[src/rtl/legv8_seq_pkg.sv]
// Shared encodings for the LEGv8 multi-cycle sequencer: states, opcodes, ALU/PC codes,
// condition codes and control-word bit offsets, plus the opcode classifier.
package legv8_seq_pkg;

  localparam int CW_WIDTH = 93;

  typedef enum logic [1:0] {
    ST_FETCH = 2'b00,
    ST_EXEC  = 2'b01,
    ST_MEM   = 2'b10,
    ST_HALT  = 2'b11
  } seq_state_t;

  localparam logic [1:0] PS_HOLD = 2'b00;
  localparam logic [1:0] PS_INC  = 2'b01;
  localparam logic [1:0] PS_REL  = 2'b10;
  localparam logic [1:0] PS_REG  = 2'b11;

  localparam logic [4:0] FS_AND = 5'b00000;
  localparam logic [4:0] FS_ORR = 5'b00100;
  localparam logic [4:0] FS_ADD = 5'b01000;
  localparam logic [4:0] FS_SUB = 5'b01011;
  localparam logic [4:0] FS_EOR = 5'b01100;
  localparam logic [4:0] FS_LSL = 5'b10000;
  localparam logic [4:0] FS_LSR = 5'b10100;

  // Bit offsets from the LSB; PCsel is never asserted, so the word carries no bit for it.
  localparam int CW_DA     = 0;
  localparam int CW_SA     = 5;
  localparam int CW_SB     = 10;
  localparam int CW_FS     = 15;
  localparam int CW_PS     = 20;
  localparam int CW_WR     = 22;
  localparam int CW_WM     = 23;
  localparam int CW_SL     = 24;
  localparam int CW_BSEL   = 25;
  localparam int CW_EN_ALU = 26;
  localparam int CW_EN_MEM = 27;
  localparam int CW_EN_PC  = 28;
  localparam int CW_CONST  = 29;

  localparam logic [10:0] OPC_ADD  = 11'b10001011000;
  localparam logic [10:0] OPC_ADDS = 11'b10101011000;
  localparam logic [10:0] OPC_SUB  = 11'b11001011000;
  localparam logic [10:0] OPC_SUBS = 11'b11101011000;
  localparam logic [10:0] OPC_AND  = 11'b10001010000;
  localparam logic [10:0] OPC_ORR  = 11'b10101010000;
  localparam logic [10:0] OPC_EOR  = 11'b11001010000;
  localparam logic [10:0] OPC_LSL  = 11'b11010011011;
  localparam logic [10:0] OPC_LSR  = 11'b11010011010;
  localparam logic [10:0] OPC_LDUR = 11'b11111000010;
  localparam logic [10:0] OPC_STUR = 11'b11111000000;
  localparam logic [10:0] OPC_BR   = 11'b11010110000;

  localparam logic [9:0] OPC_ADDI  = 10'b1001000100;
  localparam logic [9:0] OPC_ADDIS = 10'b1011000100;
  localparam logic [9:0] OPC_SUBI  = 10'b1101000100;
  localparam logic [9:0] OPC_SUBIS = 10'b1111000100;
  localparam logic [9:0] OPC_ANDI  = 10'b1001001000;
  localparam logic [9:0] OPC_ORRI  = 10'b1011001000;
  localparam logic [9:0] OPC_EORI  = 10'b1101001000;

  localparam logic [7:0] OPC_CBZ   = 8'b10110100;
  localparam logic [7:0] OPC_CBNZ  = 8'b10110101;
  localparam logic [7:0] OPC_BCOND = 8'b01010100;

  localparam logic [5:0] OPC_B  = 6'b000101;
  localparam logic [5:0] OPC_BL = 6'b100101;

  localparam logic [3:0] COND_EQ = 4'h0;
  localparam logic [3:0] COND_NE = 4'h1;
  localparam logic [3:0] COND_HS = 4'h2;
  localparam logic [3:0] COND_LO = 4'h3;
  localparam logic [3:0] COND_MI = 4'h4;
  localparam logic [3:0] COND_PL = 4'h5;
  localparam logic [3:0] COND_VS = 4'h6;
  localparam logic [3:0] COND_VC = 4'h7;
  localparam logic [3:0] COND_GE = 4'hA;
  localparam logic [3:0] COND_LT = 4'hB;
  localparam logic [3:0] COND_GT = 4'hC;
  localparam logic [3:0] COND_LE = 4'hD;

  typedef enum logic [4:0] {
    OP_ILLEGAL, OP_ADD, OP_ADDS, OP_SUB, OP_SUBS, OP_AND, OP_ORR, OP_EOR,
    OP_LSL, OP_LSR, OP_ADDI, OP_ADDIS, OP_SUBI, OP_SUBIS, OP_ANDI, OP_ORRI,
    OP_EORI, OP_LDUR, OP_STUR, OP_BR, OP_B, OP_BL, OP_CBZ, OP_CBNZ, OP_BCOND
  } op_t;

  // Shortest opcodes are matched first so that longer matches overwrite them.
  function automatic op_t classify(input logic [31:0] ir);
    op_t op;
    op = OP_ILLEGAL;
    case (ir[31:26])
      OPC_B:   op = OP_B;
      OPC_BL:  op = OP_BL;
      default: ;
    endcase
    case (ir[31:24])
      OPC_CBZ:   op = OP_CBZ;
      OPC_CBNZ:  op = OP_CBNZ;
      OPC_BCOND: op = OP_BCOND;
      default:   ;
    endcase
    case (ir[31:22])
      OPC_ADDI:  op = OP_ADDI;
      OPC_ADDIS: op = OP_ADDIS;
      OPC_SUBI:  op = OP_SUBI;
      OPC_SUBIS: op = OP_SUBIS;
      OPC_ANDI:  op = OP_ANDI;
      OPC_ORRI:  op = OP_ORRI;
      OPC_EORI:  op = OP_EORI;
      default:   ;
    endcase
    case (ir[31:21])
      OPC_ADD:  op = OP_ADD;
      OPC_ADDS: op = OP_ADDS;
      OPC_SUB:  op = OP_SUB;
      OPC_SUBS: op = OP_SUBS;
      OPC_AND:  op = OP_AND;
      OPC_ORR:  op = OP_ORR;
      OPC_EOR:  op = OP_EOR;
      OPC_LSL:  op = OP_LSL;
      OPC_LSR:  op = OP_LSR;
      OPC_LDUR: op = OP_LDUR;
      OPC_STUR: op = OP_STUR;
      OPC_BR:   op = OP_BR;
      default:  ;
    endcase
    return op;
  endfunction

  function automatic logic [4:0] alu_fs(input op_t op);
    logic [4:0] fs;
    case (op)
      OP_SUB, OP_SUBS, OP_SUBI, OP_SUBIS: fs = FS_SUB;
      OP_AND, OP_ANDI:                    fs = FS_AND;
      OP_ORR, OP_ORRI:                    fs = FS_ORR;
      OP_EOR, OP_EORI:                    fs = FS_EOR;
      OP_LSL:                             fs = FS_LSL;
      OP_LSR:                             fs = FS_LSR;
      default:                            fs = FS_ADD;
    endcase
    return fs;
  endfunction

  function automatic logic sets_flags(input op_t op);
    return (op == OP_ADDS) || (op == OP_SUBS) || (op == OP_ADDIS) || (op == OP_SUBIS);
  endfunction

endpackage

[src/rtl/legv8_seq_decode.sv]
// Purely combinational decode of (IR, state, status) into the datapath control word.
// LEGV8_SEQ_ILLEGAL_TRAP_EN selects whether an unmatched opcode is a NOP or emits zero.
module legv8_seq_decode
  import legv8_seq_pkg::*;
(
  input  logic [31:0]         ir,
  input  seq_state_t          state,
  input  logic [4:0]          status,
  output logic [CW_WIDTH-1:0] control_word
);

  op_t         op;
  logic [4:0]  rd, rn, rm;
  logic [63:0] k_shamt, k_imm12, k_dt, k_b, k_cb;
  logic        flag_v, flag_c, flag_n, flag_z, cond_gt, cond_taken;

  logic [4:0]  da, sa, sb, fs;
  logic [1:0]  ps;
  logic        wr, wm, sl, bsel, en_alu, en_mem, en_pc;
  logic [63:0] konst;

  assign op      = classify(ir);
  assign rd      = ir[4:0];
  assign rn      = ir[9:5];
  assign rm      = ir[20:16];
  assign k_shamt = {58'd0, ir[15:10]};
  assign k_imm12 = {52'd0, ir[21:10]};
  assign k_dt    = {{55{ir[20]}}, ir[20:12]};
  assign k_b     = {{36{ir[25]}}, ir[25:0], 2'b00};
  assign k_cb    = {{43{ir[23]}}, ir[23:5], 2'b00};

  assign flag_v  = status[4];
  assign flag_c  = status[3];
  assign flag_n  = status[2];
  assign flag_z  = status[1];
  assign cond_gt = !flag_z && (flag_n == flag_v);

  always_comb begin
    cond_taken = 1'b0;
    case (ir[3:0])
      COND_EQ: cond_taken = flag_z;
      COND_NE: cond_taken = !flag_z;
      COND_HS: cond_taken = flag_c;
      COND_LO: cond_taken = !flag_c;
      COND_MI: cond_taken = flag_n;
      COND_PL: cond_taken = !flag_n;
      COND_VS: cond_taken = flag_v;
      COND_VC: cond_taken = !flag_v;
      COND_GE: cond_taken = (flag_n == flag_v);
      COND_LT: cond_taken = (flag_n != flag_v);
      COND_GT: cond_taken = cond_gt;
      COND_LE: cond_taken = !cond_gt;
      default: cond_taken = 1'b0;
    endcase
  end

  always_comb begin
    da = '0; sa = '0; sb = '0; fs = '0; ps = PS_HOLD;
    wr = 1'b0; wm = 1'b0; sl = 1'b0; bsel = 1'b0;
    en_alu = 1'b0; en_mem = 1'b0; en_pc = 1'b0; konst = '0;
    case (state)
      ST_EXEC: begin
        case (op)
          OP_ADD, OP_ADDS, OP_SUB, OP_SUBS, OP_AND, OP_ORR, OP_EOR, OP_LSL, OP_LSR: begin
            sa = rn; sb = rm; da = rd; fs = alu_fs(op); sl = sets_flags(op);
            en_alu = 1'b1; wr = 1'b1; ps = PS_INC;
            if (op == OP_LSL || op == OP_LSR) begin
              bsel  = 1'b1;
              konst = k_shamt;
            end
          end
          OP_ADDI, OP_ADDIS, OP_SUBI, OP_SUBIS, OP_ANDI, OP_ORRI, OP_EORI: begin
            sa = rn; da = rd; fs = alu_fs(op); sl = sets_flags(op);
            bsel = 1'b1; konst = k_imm12; en_alu = 1'b1; wr = 1'b1; ps = PS_INC;
          end
          OP_STUR: begin
            sa = rn; sb = rd; bsel = 1'b1; konst = k_dt; fs = FS_ADD;
            wm = 1'b1; ps = PS_INC;
          end
          // The load only presents its address here; the write-back happens in MEM.
          OP_LDUR: begin
            sa = rn; bsel = 1'b1; konst = k_dt; fs = FS_ADD; ps = PS_HOLD;
          end
          OP_B: begin
            ps = PS_REL; konst = k_b;
          end
          OP_BL: begin
            ps = PS_REL; konst = k_b; en_pc = 1'b1; wr = 1'b1; da = 5'd30;
          end
          OP_BR: begin
            sa = rn; ps = PS_REG;
          end
          OP_CBZ, OP_CBNZ: begin
            sa = rd; bsel = 1'b1; fs = FS_ADD; konst = k_cb;
            ps = (status[0] == (op == OP_CBZ)) ? PS_REL : PS_INC;
          end
          OP_BCOND: begin
            konst = k_cb;
            ps = cond_taken ? PS_REL : PS_INC;
          end
`ifdef LEGV8_SEQ_ILLEGAL_TRAP_EN
          default: ;
`else
          default: ps = PS_INC;
`endif
        endcase
      end
      ST_MEM: begin
        sa = rn; bsel = 1'b1; konst = k_dt; fs = FS_ADD;
        en_mem = 1'b1; wr = 1'b1; da = rd; ps = PS_INC;
      end
      default: ;
    endcase
  end

  always_comb begin
    control_word                        = '0;
    control_word[CW_DA +: 5]            = da;
    control_word[CW_SA +: 5]            = sa;
    control_word[CW_SB +: 5]            = sb;
    control_word[CW_FS +: 5]            = fs;
    control_word[CW_PS +: 2]            = ps;
    control_word[CW_WR]                 = wr;
    control_word[CW_WM]                 = wm;
    control_word[CW_SL]                 = sl;
    control_word[CW_BSEL]               = bsel;
    control_word[CW_EN_ALU]             = en_alu;
    control_word[CW_EN_MEM]             = en_mem;
    control_word[CW_EN_PC]              = en_pc;
    control_word[CW_CONST +: 64]        = konst;
  end

endmodule

[src/rtl/legv8_seq_control.sv]
// LEGv8 multi-cycle sequencer top: owns the instruction register and the FSM.
// Define LEGV8_SEQ_ILLEGAL_TRAP_EN to halt on unmatched opcodes instead of skipping them.
module legv8_seq_control
  import legv8_seq_pkg::*;
(
  input  logic                clock,
  input  logic                reset,
  input  logic [31:0]         instruction,
  input  logic [4:0]          status,
  output logic [CW_WIDTH-1:0] control_word,
  output logic [1:0]          state,
  output logic                halted
);

  seq_state_t  curr_state, next_state;
  logic [31:0] ir;
  op_t         op;

  always_ff @(posedge clock or posedge reset) begin
    if (reset) curr_state <= ST_FETCH;
    else       curr_state <= next_state;
  end

  always_ff @(posedge clock or posedge reset) begin
    if (reset)                       ir <= '0;
    else if (curr_state == ST_FETCH) ir <= instruction;
  end

  assign op = classify(ir);

  always_comb begin
    next_state = curr_state;
    case (curr_state)
      ST_FETCH: next_state = ST_EXEC;
      ST_EXEC: begin
        next_state = ST_FETCH;
        if (op == OP_LDUR) next_state = ST_MEM;
`ifdef LEGV8_SEQ_ILLEGAL_TRAP_EN
        else if (op == OP_ILLEGAL) next_state = ST_HALT;
`endif
      end
      ST_MEM:  next_state = ST_FETCH;
      ST_HALT: next_state = ST_HALT;
      default: next_state = ST_FETCH;
    endcase
  end

  always_comb begin
    state = curr_state;
`ifdef LEGV8_SEQ_ILLEGAL_TRAP_EN
    halted = (curr_state == ST_HALT);
`else
    halted = 1'b0;
`endif
  end

  legv8_seq_decode u_decode (
    .ir           (ir),
    .state        (curr_state),
    .status       (status),
    .control_word (control_word)
  );

endmodule
[config.mk]
export PLATFORM = sky130hd
export DESIGN_NAME = legv8_seq_control
export DESIGN_NICKNAME = d
export VERILOG_FILES = /design/src/rtl/legv8_seq_pkg.sv /design/src/rtl/legv8_seq_decode.sv /design/src/rtl/legv8_seq_control.sv
export SDC_FILE = /design/constraint.sdc
export NUM_CORES = 1
export LEC_CHECK = 0
export CAP_MARGIN = 20
export CORE_ASPECT_RATIO = 1.75
export CORE_MARGIN = 3
export CORE_UTILIZATION = 31
export CTS_CLUSTER_SIZE = 10
export DETAILED_ROUTE_END_ITERATION = 7
export PLACE_DENSITY = 0.59
export REMOVE_ABC_BUFFERS = 1
export SKIP_CTS_REPAIR_TIMING = 1
export SYNTH_ARGS = -nofsm -noshare
export SYNTH_HDL_FRONTEND = slang
export SYNTH_SLANG_ARGS = --single-unit
export TNS_END_PERCENT = 20
[constraint.sdc]
create_clock -name clock -period 9 [get_ports clock]
set_input_delay 1.35 -clock clock [delete_from_list [all_inputs] [get_ports clock]]
set_output_delay 1.35 -clock clock [all_outputs]
set_load 0.01 [all_outputs]
==> results.sh <==
export IMPL_status="finished, final reports clean"
export IMPL_hold_viol_final=0
export IMPL_period_minus_slack_ps=7049
export IMPL_clk_latency_ps=280
export IMPL_clock_sinks=34
export IMPL_synth_seq_cells=34
export IMPL_p_seq_share_pct=41.3
export IMPL_synth_ff_type="dfrtp_1"
export IMPL_crit_type="register to output port"
export IMPL_fin_crit_sh_pct=78.33
export IMPL_met3_usage_pct=1.873
export IMPL_grtUsageMet1_pct=22.03
export IMPL_core_sq_mm=0.01136
export IMPL_die_area_sq_mm=0.01320
export IMPL_antenna_cells=0
export IMPL_crit_reg2reg_capture="state[1]"
export IMPL_wl_per_cell_microns=19.22
export IMPL_layout_nets=546
export IMPL_finalMaxSlewViolations=0
export IMPL_port_buffers=133
export IMPL_place_hpwl_mm=9.338
export IMPL_die_h_microns=149.8
export IMPL_reg2reg_depth=9
export IMPL_maxCapViolCount=0
export IMPL_antenna_found_initial=0
export IMPL_crit_start="ir[31]"
export IMPL_irDropWorstVdd_mv=0.07230
export IMPL_start_util_pct=32.23
export IMPL_skew_ps=2.361
export IMPL_first_iter_violations=266
export IMPL_stdcell_area_sq_mm=0.004852
export IMPL_fillers=1154
export IMPL_fp_dieW_microns=88.15
export IMPL_yosysSeqAreaShare_pct=23.24
export IMPL_worstPathArrival_ps=5700
export IMPL_synth_cell_types=71
export IMPL_max_freq_ghz=0.1419
export IMPL_ys_warn_count=0
export IMPL_power_frac_comb_pct=17.8
export IMPL_syn_area_per_cell_sq_um=8.494
export IMPL_gp_congestion=0.8744
export IMPL_startpoint_type="register"
export IMPL_cts_buffer_depth=2
export IMPL_wl_mm=12.09
export IMPL_grt_pass1_vias=3573
export IMPL_area_growth_syn_to_layout_pct=32.54
export IMPL_maxSlewHeadroom_pct=40.64
export IMPL_finalSetupViolCount=0
export IMPL_drtAntennaViolNets=0
export IMPL_end_kind="output port"
export IMPL_powerDensity_mw_per_mm2=88.54
export IMPL_grt_busiest_layer="met2"
export IMPL_dr_pass1_iters=5
export IMPL_final_layout_size_suffix_gt1_share_pct=14.49
export IMPL_worst_slew_pin_slew_ps=883.0
export IMPL_post_route_drc_count=0
export IMPL_switching_share_pct=27.40
export IMPL_synth_area_sq_mm=0.003661
export IMPL_grtUsageMet2_pct=33.12
export IMPL_clk_pin_slew_ps=60
export IMPL_synth_async_reset_ratio_pct=100.0
export IMPL_synth_edff_count=0
export IMPL_reg2reg_slack_ps=5830
export IMPL_synth_cells=431
export IMPL_vias=3550
export IMPL_post_route_util_pct=42.72
export IMPL_cts_root_buf="clkbuf_16"
export IMPL_grt_use_total_pct=18.64
export IMPL_intPower_uw=311.9
export IMPL_num_io_pins=135
export IMPL_crit_path_end="control_word[74]"
export IMPL_clock_power_share_pct=41.0
export IMPL_p_leak_nw=1.777
export IMPL_hp_class="register to register"
export IMPL_cts_buffers=5
export IMPL_required_ps=7650
export IMPL_vias_per_cell=5.644
export IMPL_grt_remaining_overflow=0
export IMPL_ctsHtreeMaxLevel=2
export IMPL_grt_max_degree=38
export IMPL_rows=51
export IMPL_placed_area_sq_mm=0.004686
export IMPL_regArea_sq_um=850.8
export IMPL_rsz0062_at_grt="no"
export IMPL_p_switching_uw=117.7
export IMPL_cp_max_fo=27
export IMPL_p_total_uw=429.6
export IMPL_cts_tree="built"
export IMPL_multi_input_area_sq_mm=0.002262
export IMPL_grt_pass1_wl_mm=19.27
export IMPL_r2r_start="ir[31]"
[cells in the final DEF (no fill, tap or decap), drive strengths merged, types with 4 or more instances in the layout]
cell type,instances
nand3,4
a221oi,10
clkdlybuf4s50,133
nor2,17
and2,4
nand2,38
xor2,5
o21ai,41
a22o,6
a21oi,28
dfrtp,34
clkbuf,6
a22oi,11
nor3,11
buf,5
nor4,13
inv,11
nand2b,5
a222oi,6
o211ai,4
mux2,31
ha,11
o21a,6
[routing by layer]
metal  wire length, microns  up-vias
met3                    475       29
met5                      0        -
met4                    441        0
li1                       -     1686
met1                   4593     1710
met2                   6582      125
[metrics by stage]
| step | instances | setup TNS [ps] | hold WS (ps) | setup WS, ps |
|---|---|---|---|---|
| 3_3_place_gp | 620 | 0 | 570.2 | 2095 |
| 6_report | 629 | 0 | 586.7 | 1951 |
| 3_5_place_dp | 620 | 0 | 573.4 | 1850 |
| 5_1_grt | 629 | 0 | 603.2 | 1413 |
| 4_1_cts | 628 | 0 | 587.2 | 1562 |
| 2_1_floorplan | 351 | -126330 | 527.1 | -3414 |
[area by class of cell]
class	instances	share of cell area, %
inverters	12	0.9541
flip-flops and latches	34	17.53
well taps	132	3.404
clock buffers	6	2.862
repair buffers	138	28.37
multi-input cells	305	46.62
clock inverters	2	0.2579
[synth_stat cells (all sizes together), types with 10 or more instances]
cell type | number | share of area, %
buf | 61 | 12
o21ai | 41 | 5.8
nand2 | 38 | 4.0
dfrtp | 34 | 23
mux2 | 31 | 9.5
a21oi | 28 | 4.0
clkbuf | 19 | 1.9
nor2 | 17 | 1.7
nor4 | 13 | 2.4
a22oi | 11 | 2.8
ha | 11 | 3.8
inv | 11 | 1.1
nor3 | 11 | 1.8
a221oi | 10 | 2.4
[worst min-delay path by stage]
| stage | start | endpoint | slack [ps] | cells past startpoint |
|---|---|---|---|---|
| after floorplan | ir[10] | ir[10] | 530 | 1 |
| after global placement | ir[10] | ir[10] | 570 | 1 |
| after detailed placement | ir[10] | ir[10] | 570 | 1 |
| after CTS | ir[10] | ir[10] | 590 | 1 |
| after global routing | ir[10] | ir[10] | 600 | 1 |
| final | ir[10] | ir[10] | 590 | 1 |
[power by group through the flow]
stage               combinational (mW)  sequential (mW)  clock (mW)
global placement                0.0757            0.180           0
floorplan                       0.0402            0.174           0
global route                    0.0832            0.179       0.187
CTS                             0.0770            0.177       0.181
finish                          0.0763            0.177       0.176
detailed placement              0.0767            0.180           0
[state kept, by name, indices dropped and copies added, names as in the netlist]
register and count:
ir 32, state 2
[worst max-delay path, stage by stage, from the launching register on]
cell             delay, ps
dfrtp_1                540
nand2_1                250
nor4_1                 640
o21ai_0                370
nand3_1                180
mux2_2                 380
inv_1                   90
ha_1                   400
or2_2                  250
o31ai_1                110
o41ai_4                570
o41ai_4                140
buf_4                  250
o21ai_2                430
buf_8                  240
clkdlybuf4s50_1        570
[cell families after synthesis]
logic type	after synthesis	share of synthesized area, %
AOI/OAI and AO/OA	137	28.57
and+or+nand+nor	116	17.12
buffers and inverters	92	15.07
muxes	34	10.70
DFF	34	23.24
adders and majority gates	11	3.759
xor gates and xnor gates	6	1.435
other	1	0.1024
No activity file was read; power rests on OpenSTA's default activity.
